==> src/rtl/video_fetch_ctrl_pkg.sv <==
// Shared definitions for the pixel-buffer refill controller: slice width,
// default geometry and the fetch sequencer state encoding.
package video_fetch_ctrl_pkg;

  localparam int SLICE_WIDTH     = 8;
  localparam int DEF_BSIZE       = 4;
  localparam int DEF_ADDR_W      = 15;
  localparam int DEF_FRAME_WORDS = 19200;

  typedef enum logic [2:0] {
    IDLE    = 3'd0,
    FETCH   = 3'd1,
    STAGED  = 3'd2,
    LOAD    = 3'd3,
    WAIT_WM = 3'd4
  } fetch_state_e;

  // An empty buffer is expected while a staged word is about to be loaded.
  function automatic logic underrun_exempt(input fetch_state_e st);
    return (st == STAGED) || (st == LOAD);
  endfunction

endpackage

==> src/rtl/video_fetch_ctrl_fetch_addr_ctr.sv <==
// Frame-memory word address counter: synchronous clear, increment enable,
// wraps to zero after the last word of the frame.
module fetch_addr_ctr #(
  parameter int ADDR_W      = 15,
  parameter int FRAME_WORDS = 19200
) (
  input  logic              clk25MHz,
  input  logic              reset,
  input  logic              clr,
  input  logic              inc,
  output logic [ADDR_W-1:0] addr
);

  localparam logic [ADDR_W-1:0] LAST_ADDR = ADDR_W'(FRAME_WORDS - 1);

  logic [ADDR_W-1:0] addr_r;

  // Address register; clear wins over increment.
  always_ff @(posedge clk25MHz) begin
    if (reset) begin
      addr_r <= {ADDR_W{1'b0}};
    end else if (clr) begin
      addr_r <= {ADDR_W{1'b0}};
    end else if (inc) begin
      if (addr_r == LAST_ADDR) begin
        addr_r <= {ADDR_W{1'b0}};
      end else begin
        addr_r <= addr_r + ADDR_W'(1);
      end
    end else begin
      addr_r <= addr_r;
    end
  end

  assign addr = addr_r;

endmodule

==> src/rtl/video_fetch_ctrl.sv <==
// Refill sequencer for the pixel FIFO: fetches one word ahead from frame
// memory, loads it when the buffer runs empty, and flags display underruns.
module video_fetch_ctrl
  import video_fetch_ctrl_pkg::*;
#(
  parameter int BSIZE       = DEF_BSIZE,
  parameter int ADDR_W      = DEF_ADDR_W,
  parameter int FRAME_WORDS = DEF_FRAME_WORDS
) (
  input  logic                         clk25MHz,
  input  logic                         reset,
  input  logic                         active,
  input  logic                         frame_start,
  output logic                         mem_req,
  output logic [ADDR_W-1:0]            mem_addr,
  input  logic                         mem_ack,
  input  logic [BSIZE*SLICE_WIDTH-1:0] mem_data,
  output logic [BSIZE*SLICE_WIDTH-1:0] buf_data,
  output logic                         buf_load,
  output logic                         buf_en,
  input  logic                         buf_watermark,
  input  logic                         buf_empty,
  output logic                         underrun
);

  localparam int DATA_W = BSIZE * SLICE_WIDTH;

  fetch_state_e      state_r;
  fetch_state_e      state_next_s;
  logic [DATA_W-1:0] stage_r;
  logic [DATA_W-1:0] buf_data_r;
  logic              mem_req_r;
  logic              buf_load_r;
  logic              buf_en_r;
  logic              underrun_r;
  logic              ack_take_s;
  logic [ADDR_W-1:0] addr_s;

  // An ack only counts against a live request and never alongside frame_start.
  assign ack_take_s = (state_r == FETCH) & mem_req_r & mem_ack & ~frame_start;

  fetch_addr_ctr #(
    .ADDR_W      (ADDR_W),
    .FRAME_WORDS (FRAME_WORDS)
  ) u_addr_ctr (
    .clk25MHz (clk25MHz),
    .reset    (reset),
    .clr      (frame_start),
    .inc      (ack_take_s),
    .addr     (addr_s)
  );

  // Next-state logic; frame_start restarts the fetch from any state.
  always_comb begin
    state_next_s = state_r;
    if (frame_start) begin
      state_next_s = FETCH;
    end else begin
      case (state_r)
        IDLE: begin
          state_next_s = IDLE;
        end
        FETCH: begin
          if (ack_take_s) begin
            state_next_s = STAGED;
          end else begin
            state_next_s = FETCH;
          end
        end
        STAGED: begin
          if (buf_empty) begin
            state_next_s = LOAD;
          end else begin
            state_next_s = STAGED;
          end
        end
        LOAD: begin
          state_next_s = WAIT_WM;
        end
        WAIT_WM: begin
          if (buf_watermark || buf_empty) begin
            state_next_s = FETCH;
          end else begin
            state_next_s = WAIT_WM;
          end
        end
        default: begin
          state_next_s = IDLE;
        end
      endcase
    end
  end

  // State register.
  always_ff @(posedge clk25MHz) begin
    if (reset) begin
      state_r <= IDLE;
    end else begin
      state_r <= state_next_s;
    end
  end

  // Memory side: request is dropped for a cycle on frame_start so the
  // address never changes underneath a raised request.
  always_ff @(posedge clk25MHz) begin
    if (reset) begin
      mem_req_r <= 1'b0;
      stage_r   <= {DATA_W{1'b0}};
    end else begin
      mem_req_r <= (state_next_s == FETCH) & ~frame_start;
      if (frame_start) begin
        stage_r <= {DATA_W{1'b0}};
      end else if (ack_take_s) begin
        stage_r <= mem_data;
      end else begin
        stage_r <= stage_r;
      end
    end
  end

  // Buffer side: one-cycle load pulse with the staged word, delayed shift enable.
  always_ff @(posedge clk25MHz) begin
    if (reset) begin
      buf_load_r <= 1'b0;
      buf_data_r <= {DATA_W{1'b0}};
      buf_en_r   <= 1'b0;
    end else begin
      buf_load_r <= (state_next_s == LOAD);
      buf_en_r   <= active;
      if (state_next_s == LOAD) begin
        buf_data_r <= stage_r;
      end else begin
        buf_data_r <= buf_data_r;
      end
    end
  end

  // Sticky underrun; survives frame_start, cleared only by reset.
  always_ff @(posedge clk25MHz) begin
    if (reset) begin
      underrun_r <= 1'b0;
    end else if (buf_en_r && buf_empty && !underrun_exempt(state_r)) begin
      underrun_r <= 1'b1;
    end else begin
      underrun_r <= underrun_r;
    end
  end

  assign mem_req  = mem_req_r;
  assign mem_addr = addr_s;
  assign buf_data = buf_data_r;
  // A restart in the load cycle suppresses the pulse along with the stage.
  assign buf_load = buf_load_r & ~frame_start;
  assign buf_en   = buf_en_r;
  assign underrun = underrun_r;

endmodule
==> config.mk <==
export PLATFORM = sky130hd
export DESIGN_NAME = video_fetch_ctrl
export DESIGN_NICKNAME = d
export VERILOG_FILES = /design/src/rtl/video_fetch_ctrl_pkg.sv /design/src/rtl/video_fetch_ctrl_fetch_addr_ctr.sv /design/src/rtl/video_fetch_ctrl.sv
export SDC_FILE = /design/constraint.sdc
export NUM_CORES = 1
export LEC_CHECK = 0
export BUFFER_PORTS_ARGS = -buffer_cell sky130_fd_sc_hd__buf_2
export CORE_MARGIN = 3
export CORE_UTILIZATION = 49
export CTS_BUF_LIST = sky130_fd_sc_hd__clkbuf_4 sky130_fd_sc_hd__clkbuf_8
export DETAILED_ROUTE_END_ITERATION = 16
export PLACE_DENSITY_LB_ADDON = 0.08
export SYNTH_ARGS = -nofsm -noshare
export SYNTH_HDL_FRONTEND = slang
export SYNTH_SLANG_ARGS = --single-unit
==> constraint.sdc <==
create_clock -name clk25MHz -period 1.7 [get_ports clk25MHz]
set_input_delay 0.17 -clock clk25MHz [delete_from_list [all_inputs] [get_ports clk25MHz]]
set_output_delay 0.17 -clock clk25MHz [all_outputs]
set_load 0.05 [all_outputs]
---- After elaboration in Yosys (flattened, before gate mapping) ----
Index checks and enable logic that the tools add are counted.
word-level totals
  flip-flop bits (word level) ............. 86
  input bits .............................. 39
  output and inout bits ................... 51
operators by class
  $add $sub $neg .......................... 1
  eq/ne operators ......................... 7
  muxes and demuxes ....................... 6
  bitwise gates (word level) .............. 6
  reductions and logical operators ........ 6
operators with widths
  kind                                           number
  adder 15 x 1 -> 15 bit, second input constant  1
  == test 15 bit, second input constant          1
  2-to-1 mux 15 bit                              1
  one-hot mux 3 bit (4 select lines)             1
  == test 3 x 2 -> 1 bit, second input constant  3
  == test 3 x 1 -> 1 bit, second input constant  2
  2-to-1 mux 3 bit                               2
  AND 1 bit                                      5
  == test 3 bit, second input constant           1
  logical AND 1 bit                              2
  logical OR 1 bit                               2
  2-to-1 mux 2 bit                               1
  OR reduction 2 bit                             1
  logical NOT 1 bit                              1
  2-to-1 mux 1 bit                               1
  inverter 1 bit                                 1

---- Longest topological paths before layout ----
Gate-level depths: netlist (run 1).
  depth after elaboration ................. 9
  depth in mapped cells ................... 7
  depth with buffers taken out ............ 5

---- Cells and area by module ----
From an unflattened synthesis (run 1), not the netlist that was laid out.
unflattened totals
  cell total of the unflattened synthesis .. 400
  area total of the unflattened synthesis .. 3498.4 um^2
by module, submodules not included
  module            times used  cells each  area each (um^2)  sequential area each (um^2)
  video_fetch_ctrl  1           319         2800.2            1421.4
  fetch_addr_ctr    1           81          698.2             300.3

---- Worst setup path after synthesis (run 1) ----
Ideal clock, no wire load.
  kind .................................... register -> register
  start point ............................. reg u_addr_ctr.addr_r[10], in the netlist u_addr_ctr.addr[10]
  end point ............................... reg u_addr_ctr.addr_r[0], in the netlist u_addr_ctr.addr[0]
  data arrival time ....................... 1.901 ns
  required time ........................... 1.584 ns
  setup slack ............................. -0.316 ns
  cell stages (with the launch flop) ...... 7
  path buffers ............................ 2
  clock period less this slack ............ 2.016 ns
  path through ............................ dfxtp_1 -> buf_6 -> or4b_1 -> or3_4 -> o21ai_4 -> buf_6 -> nor2_1
between the ends
  cells in the longest elaborated chain, start to end .. 2
ends and longest elaborated chain
  item                      RTL line                               text
  start: declaration        video_fetch_ctrl_fetch_addr_ctr.sv:16  logic [ADDR_W-1:0] addr_r;
  start signal: assignment  video_fetch_ctrl_fetch_addr_ctr.sv:21  addr_r <= {ADDR_W{1'b0}};
  start signal: assignment  video_fetch_ctrl_fetch_addr_ctr.sv:23  addr_r <= {ADDR_W{1'b0}};
  start signal: assignment  video_fetch_ctrl_fetch_addr_ctr.sv:26  addr_r <= {ADDR_W{1'b0}};
  == test 15 bit            video_fetch_ctrl_fetch_addr_ctr.sv:25  if (addr_r == LAST_ADDR) begin
  2-to-1 mux 15 bit         video_fetch_ctrl_fetch_addr_ctr.sv:25
Every way passes these cells.
A chain may end at the register's enable or synchronous reset.

---- Worst setup path in the final report (run 1) ----
  start point ............................. reg u_addr_ctr.addr_r[10], in the netlist u_addr_ctr.addr[10]
  end point ............................... reg u_addr_ctr.addr_r[5], in the netlist u_addr_ctr.addr[5]
Same word-level chain as after synthesis.

==> results of run 1 <==
## logic make-up (layout without fill, tap and decap cells)
| kind of cell | count (synthesis) | in the layout | synth area share |
|---|---|---|---|
| simple gates | 192 | 192 | 0.2650 |
| flops | 86 | 86 | 0.5165 |
| compound gates | 80 | 80 | 0.1284 |
| buf+inv | 32 | 133 | 0.05368 |
| xor+xnor | 9 | 9 | 0.02365 |
| mux | 3 | 3 | 0.009009 |
| fa+ha+maj | 1 | 1 | 0.003753 |
## layer usage
metal | GRT usage | vias to the layer above | part of all wire
met5 | 0 | - | 0
met4 | 0.07555 | 0 | 0.012
met3 | 0.04190 | 10 | 0.046
met2 | 0.3120 | 66 | 0.48
met1 | 0.2593 | 1336 | 0.46
li1 | - | 1526 | -
## power breakdown
| group | switching, mW | leakage [nW] | internal [mW] |
|---|---|---|---|
| clock network | 0.773 | 0.112 | 0.851 |
| logic | 0.0894 | 0.804 | 0.0607 |
| registers | 0.00530 | 0.700 | 2.02 |
| total | 0.868 | 1.62 | 2.93 |
## placed cells by master, fill, tap and decap left out, types with 2 or more instances in the layout
cell,count
mux2i_1,3
buf_4,23
nand4_1,3
a21oi_1,70
nor2b_1,4
dfxtp_2,11
inv_1,4
nand3_1,8
nand2b_1,2
a31oi_1,2
o21ai_0,3
a31o_2,2
inv_6,2
dfxtp_1,74
xnor2_1,9
nor2_1,14
nor3_1,4
bufinv_16,2
nor4_1,3
buf_2,89
nand2_1,134
or2_2,2
clkbuf_8,9
## worst register-to-register path, delay by kind of cell, from the launching register on
kind / cells / cell delay (ps)
compound gates: 1 / 180
buf+inv: 1 / 150
flops: 1 / 350
simple gates: 3 / 910
## final timing paths
kind	startpoint	endpoint	slack (ps)	cells past startpoint
max	u_addr_ctr.addr[10]	u_addr_ctr.addr[5]	20	5
max reg2reg	u_addr_ctr.addr[10]	u_addr_ctr.addr[5]	20	5
min	active	buf_en	30	2
min reg2reg	stage_r[23]	buf_data[23]	450	2
## sequential cells by signal, indices dropped and copies added, names as in the netlist
signal           count
buf_data            32
stage_r             32
u_addr_ctr.addr     15
state_r              3
buf_en               1
buf_load_r           1
mem_req              1
underrun             1
## final cells by class
type / instances / area [sq um]
Fill cell: 574 / 2290
Tap cell: 77 / 96.34
Multi-Input combinational cell: 285 / 1451
Inverter: 4 / 15.01
Timing Repair Buffer: 113 / 638.1
Clock inverter: 7 / 105.1
Sequential cell: 86 / 1739
Clock buffer: 9 / 123.9
## synthesized netlist by cell type, types with 2 or more instances
library cell / number
clkbuf_1: 14
nand2b_1: 2
buf_2: 8
dfxtp_1: 86
nand3_1: 8
nor3_1: 4
o21ai_0: 3
inv_1: 4
nand4_1: 3
a31oi_1: 2
buf_6: 2
or2_2: 2
nand2_1: 134
mux2i_1: 3
a21oi_1: 70
nor2b_1: 5
xnor2_1: 9
nor4_1: 3
nor2_1: 14
a31o_2: 2
## metrics by stage
stage / hold slack [ps] / cell area, sq um
3_3_place_gp: 378.1 / 3930
2_1_floorplan: 298.2 / 3351
6_report: 26.28 / 4169
4_1_cts: 18.29 / 4159
5_1_grt: 23.27 / 4169
3_5_place_dp: 394.9 / 3930
## what timing repair did
action,in CTS,in global routing
resized for setup,0,2
hold endpoints to repair,0,0
hold buffers,0,0
setup endpoints to repair,0,13
==> results.cfg, run 1 <==
[outcome]
status = finished clean

[routing]
routed_wirelength_um = 7552
wire_per_inst_um = 13.00
via_per_inst = 5.057
detail_route.first_pass.iterations = 4
vias = 2938
drt_iter0_markers = 85
drc = 0
drtAntennaViolNets = 0

[clock_network]
post_cts_buffers = 0
htreeDepth = 3
cts_root_buffer = clkbuf_8
path_clk_slew_ps = 90
cts_buffer_depth = 2
cts_tree = done
clock_latency_ps = 350
cts_buffers = 9
cts.sink_count = 86

[placed_design]
hpwl_um = 5287
port_buffers = 89
placed_cells = 565
dp_slack_ps = 15.22
place_congestion = 0.8457

[synth]
yosys_warnings = 0
netlist_area_sq_mm = 0.003333
avgSynthCellArea_sq_um = 8.271
synthCells = 403
yosysTopAreaCellShare = 0.5165
synth_cell_types = 45
seq_area_frac_synth = 0.5165
synth_seq_cells = 86
synth_area_leaders = dfxtp_1 52%, nand2_1 15%, a21oi_1 11%, xnor2_1 2.4%, clkbuf_1 1.6%
synthArstFlopShare = 0
yosysTopAreaCell = dfxtp_1
syn_nets = 443
synth_top_flop_cell = dfxtp_1
synth_edf_count = 0

[timing]
fmax_mhz = 593.7
tightest_slew_ps = 680.4
relSlewSlack = 0.5464
finalCritPeriodShare = 0.9909
setup_violations = 0
hold_violations = 0
slew_viol_final = 0
finalClockSkew_ps = 9.564
rsz0062_at_grt = true
worst_slack_ps = 15.55
tns_ps = 0
layout_min_cycle_time_ps = 1684

[global_routing]
grt_pass1_wl_um = 12000
grtUsageTotal = 0.1953
grt_start_max_net_pins = 36
antenna_found_initial = 0
grt_pass1_vias = 2588
grt_remaining_overflow = 0

[power_and_ir_drop]
vdd_ir_drop_max_mv = 0.4465
power_density_mw_per_mm2 = 911.1
leakage_nw = 1.616
power.total_mw = 3.798

[final_layout]
final_core_util = 0.6455
antenna_cells = 0
stdcell_count = 581
drive_gt1_frac = 0.3135
final_nets = 539
area_growth_pct = 25.08

[critical_path]
cp.required_ps = 1940
crit_family = simple AND/OR/NAND/NOR gates
critPathLaunchType = flop
crit_fanout = 12
slowest_stage = or4b_4
path_class = reg -> reg
crit_chain = or4b_4 > or3_4 > o21ai_4 > buf_12 > nor2_1
critPathBufInv = 1
slowest_delay_ps = 500
worstPathArrival_ps = 1930
crit_path_end_kind = flop

[die]
io_pins = 90
dieArea_sq_mm = 0.007828
start_util = 0.5161
die_x_um = 88.48
core_area_sq_mm = 0.006459
die_y_um = 88.48
rows = 29

[job]
cap_violations = 0

[hold_path]
hp-class = in -> reg
No activity file was read; power rests on OpenSTA's default activity.
==> run 2, diff against run 1 <==
SYNTH_HIERARCHICAL = 1   (was unset)
==> results.cfg, run 2 <==
[outcome]
status = finished clean

[critical_path]
r2r_start = state_r[1]
r2r_setup_slack_ps = 40
crit_path_end_kind = flop
slowest_delay_ps = 390
reg2reg_to = buf_data[13]
path_class = reg -> reg
critPathLaunchType = flop
crit_top_cell = buf_4
r2r_cells = 8
crit_fanout = 18
crit_chain = buf_4 > nand2b_4 > o22ai_4 > a221oi_4 > buf_4 > clkbuf_16 > or3b_1 > a21oi_2
cp.required_ps = 1980
slowest_stage = or3b_1
worstPathArrival_ps = 1940

[placed_design]
place_congestion = 0.8230
hpwl_um = 5115
placed_cell_area_sq_mm = 0.004105
dp_slack_ps = 28.09
port_buffers = 89

[die]
die_y_um = 90.50
die_x_um = 90.50
dieArea_sq_mm = 0.008189
core_area_sq_mm = 0.006869
io_pins = 90
rows = 30
start_util = 0.5093

[synth]
syn_nets = 440
synth.area.mux_share = 0
synth_area_leaders = dfxtp_1 49%, nand2_1 8.4%, a21oi_1 8.0%, or3b_1 8.0%, o21ai_1 4.0%
synth_edf_count = 0
synth_compound_area_frac = 0.1717
synth-simple-area-share = 0.2496
yosysMostFrequentCell = dfxtp_1
avgSynthCellArea_sq_um = 8.746
synth_top_family_by_area = simple AND/OR/NAND/NOR gates
synthArstFlopShare = 0
synth_seq_cells = 86
synth_xor_area_frac = 0.03004
netlist_area_sq_mm = 0.003498
synth_cell_types = 37
synthTopCellsByCount = 86 x dfxtp_1, 78 x nand2_1, 56 x a21oi_1
synth_top_flop_cell = dfxtp_1
yosys_warnings = 6
yosysTopAreaCell = dfxtp_1
yosysTopAreaCellShare = 0.4921
synthCells = 400
synthAdderAreaFrac = 0.003577
seq_area_frac_synth = 0.4921

[clock_network]
ctsHoldBuffers = 0
clock_latency_ps = 340
cts_root_buffer = clkbuf_8
cts_buffers = 9
path_clk_slew_ps = 80
cts.sink_count = 86
cts_buffer_depth = 2
cts_tree = done
htreeDepth = 3

[timing]
hold_violations = 0
layout_min_cycle_time_ps = 1660
tightest_slew_ps = 689.7
finalCritPeriodShare = 0.9767
setup_violations = 0
finalClockSkew_ps = 4.820
slew_viol_final = 0
relSlewSlack = 0.5402
fmax_mhz = 602.3
worst_slack_ps = 39.57

[job]
cap_violations = 0

[routing]
routed_wirelength_um = 7962
detail_route.first_pass.iterations = 4
drtAntennaViolNets = 0
via_per_inst = 5.122
wire_per_inst_um = 13.49
vias = 3022
drc = 0
drt_iter0_markers = 112

[global_routing]
grtUsageTotal = 0.1930
antenna_found_initial = 0
grt_pass1_wl_um = 12970
grt_remaining_overflow = 0
grt_pass1_vias = 2711
grt_start_max_net_pins = 40

[final_layout]
layout_commonest_cell = buf_2
final_design_area_no_fill_sq_mm = 0.004415
mostFrequentLayoutCells = 89 x buf_2, 81 x dfxtp_1, 76 x nand2_1
final_nets = 529
area_growth_pct = 26.22
drive_gt1_frac = 0.3239
antenna_cells = 0

[hold_path]
hold_path_end = buf_en
hold_path_depth = 2
hp-class = in -> reg
min_from = active

[power_and_ir_drop]
leakage_nw = 1.615
power_density_mw_per_mm2 = 869.1
vdd_ir_drop_max_mv = 0.4650
[run 2: cell count changes after synthesis, moves of 10 or more]
cell     change
a21oi_1     -14
or3b_1      +32
o21ai_1     +28
nand2_1     -56
a21oi_2     +10
[run 2: power breakdown]
part / internal, mW / switching (mW) / leakage (nW)
logic: 0.0879 / 0.138 / 0.807
registers: 2.02 / 0.00572 / 0.696
clock network: 0.864 / 0.724 / 0.113
total: 2.97 / 0.867 / 1.62
[run 2: what timing repair did]
| item | CTS | global route |
|---|---|---|
| resized for setup | 0 | 15 |
| setup endpoints to repair | 0 | 25 |
| setup buffers | 0 | 2 |
[run 2: kinds of logic after synthesis]
family,Yosys count
AND/OR/NAND/NOR,161
AO/OA/AOI/OAI,107
flip-flops,86
buffers and inverters,33
XOR/XNOR,12
adder cells (fa/ha/maj),1
[run 2: worst max path at each step]
stage                  startpoint                   to  cells past startpoint
3_3_place_gp           state_r[2]          buf_data[9]                      6
3_5_place_dp           state_r[0]  u_addr_ctr/addr[11]                      8
5_1_grt        u_addr_ctr/addr[3]  u_addr_ctr/addr[13]                      4
4_1_cts                state_r[0]  u_addr_ctr/addr[11]                      8
2_1_floorplan             mem_req  u_addr_ctr/addr[14]                      9
6_report               state_r[1]         buf_data[13]                      8
[run 2: area by class of cell]
class	instances	area (sq um)
clock inverter	6	83.83
timing repair buffer	107	648.1
multi-input combinational	281	1675
sequential	86	1733
fill	632	2454
tap	96	120.1
clock buffer	10	137.6
inverter	4	17.52
[run 2: critical path: cells and delay by family (launching register included)]
| kind | cells | cell delay (ps) |
|---|---|---|
| and+or+nand+nor | 2 | 460 |
| AOI/OAI and AO/OA | 3 | 330 |
| buffers and inverters | 3 | 490 |
| DFF | 1 | 330 |
[run 2: metal layers]
metal,part of all wire,track usage
met1,0.46,0.2553
met3,0.050,0.04333
met2,0.47,0.3039
met5,0,0
met4,0.014,0.08036
[run 2: metrics by stage]
stage                     cells  power [mW]  TNS (ps)  hold WS (ps)    util
final                       590       3.838         0         29.68  0.6428
after global routing        590       3.982    -129.6         26.56  0.6428
after CTS                   587       3.855         0         17.53  0.6299
after detailed placement    571       2.281         0         386.0  0.5976
after global placement      571       2.280         0         379.7  0.5976
after floorplan             400       2.190     -1485         246.8       -
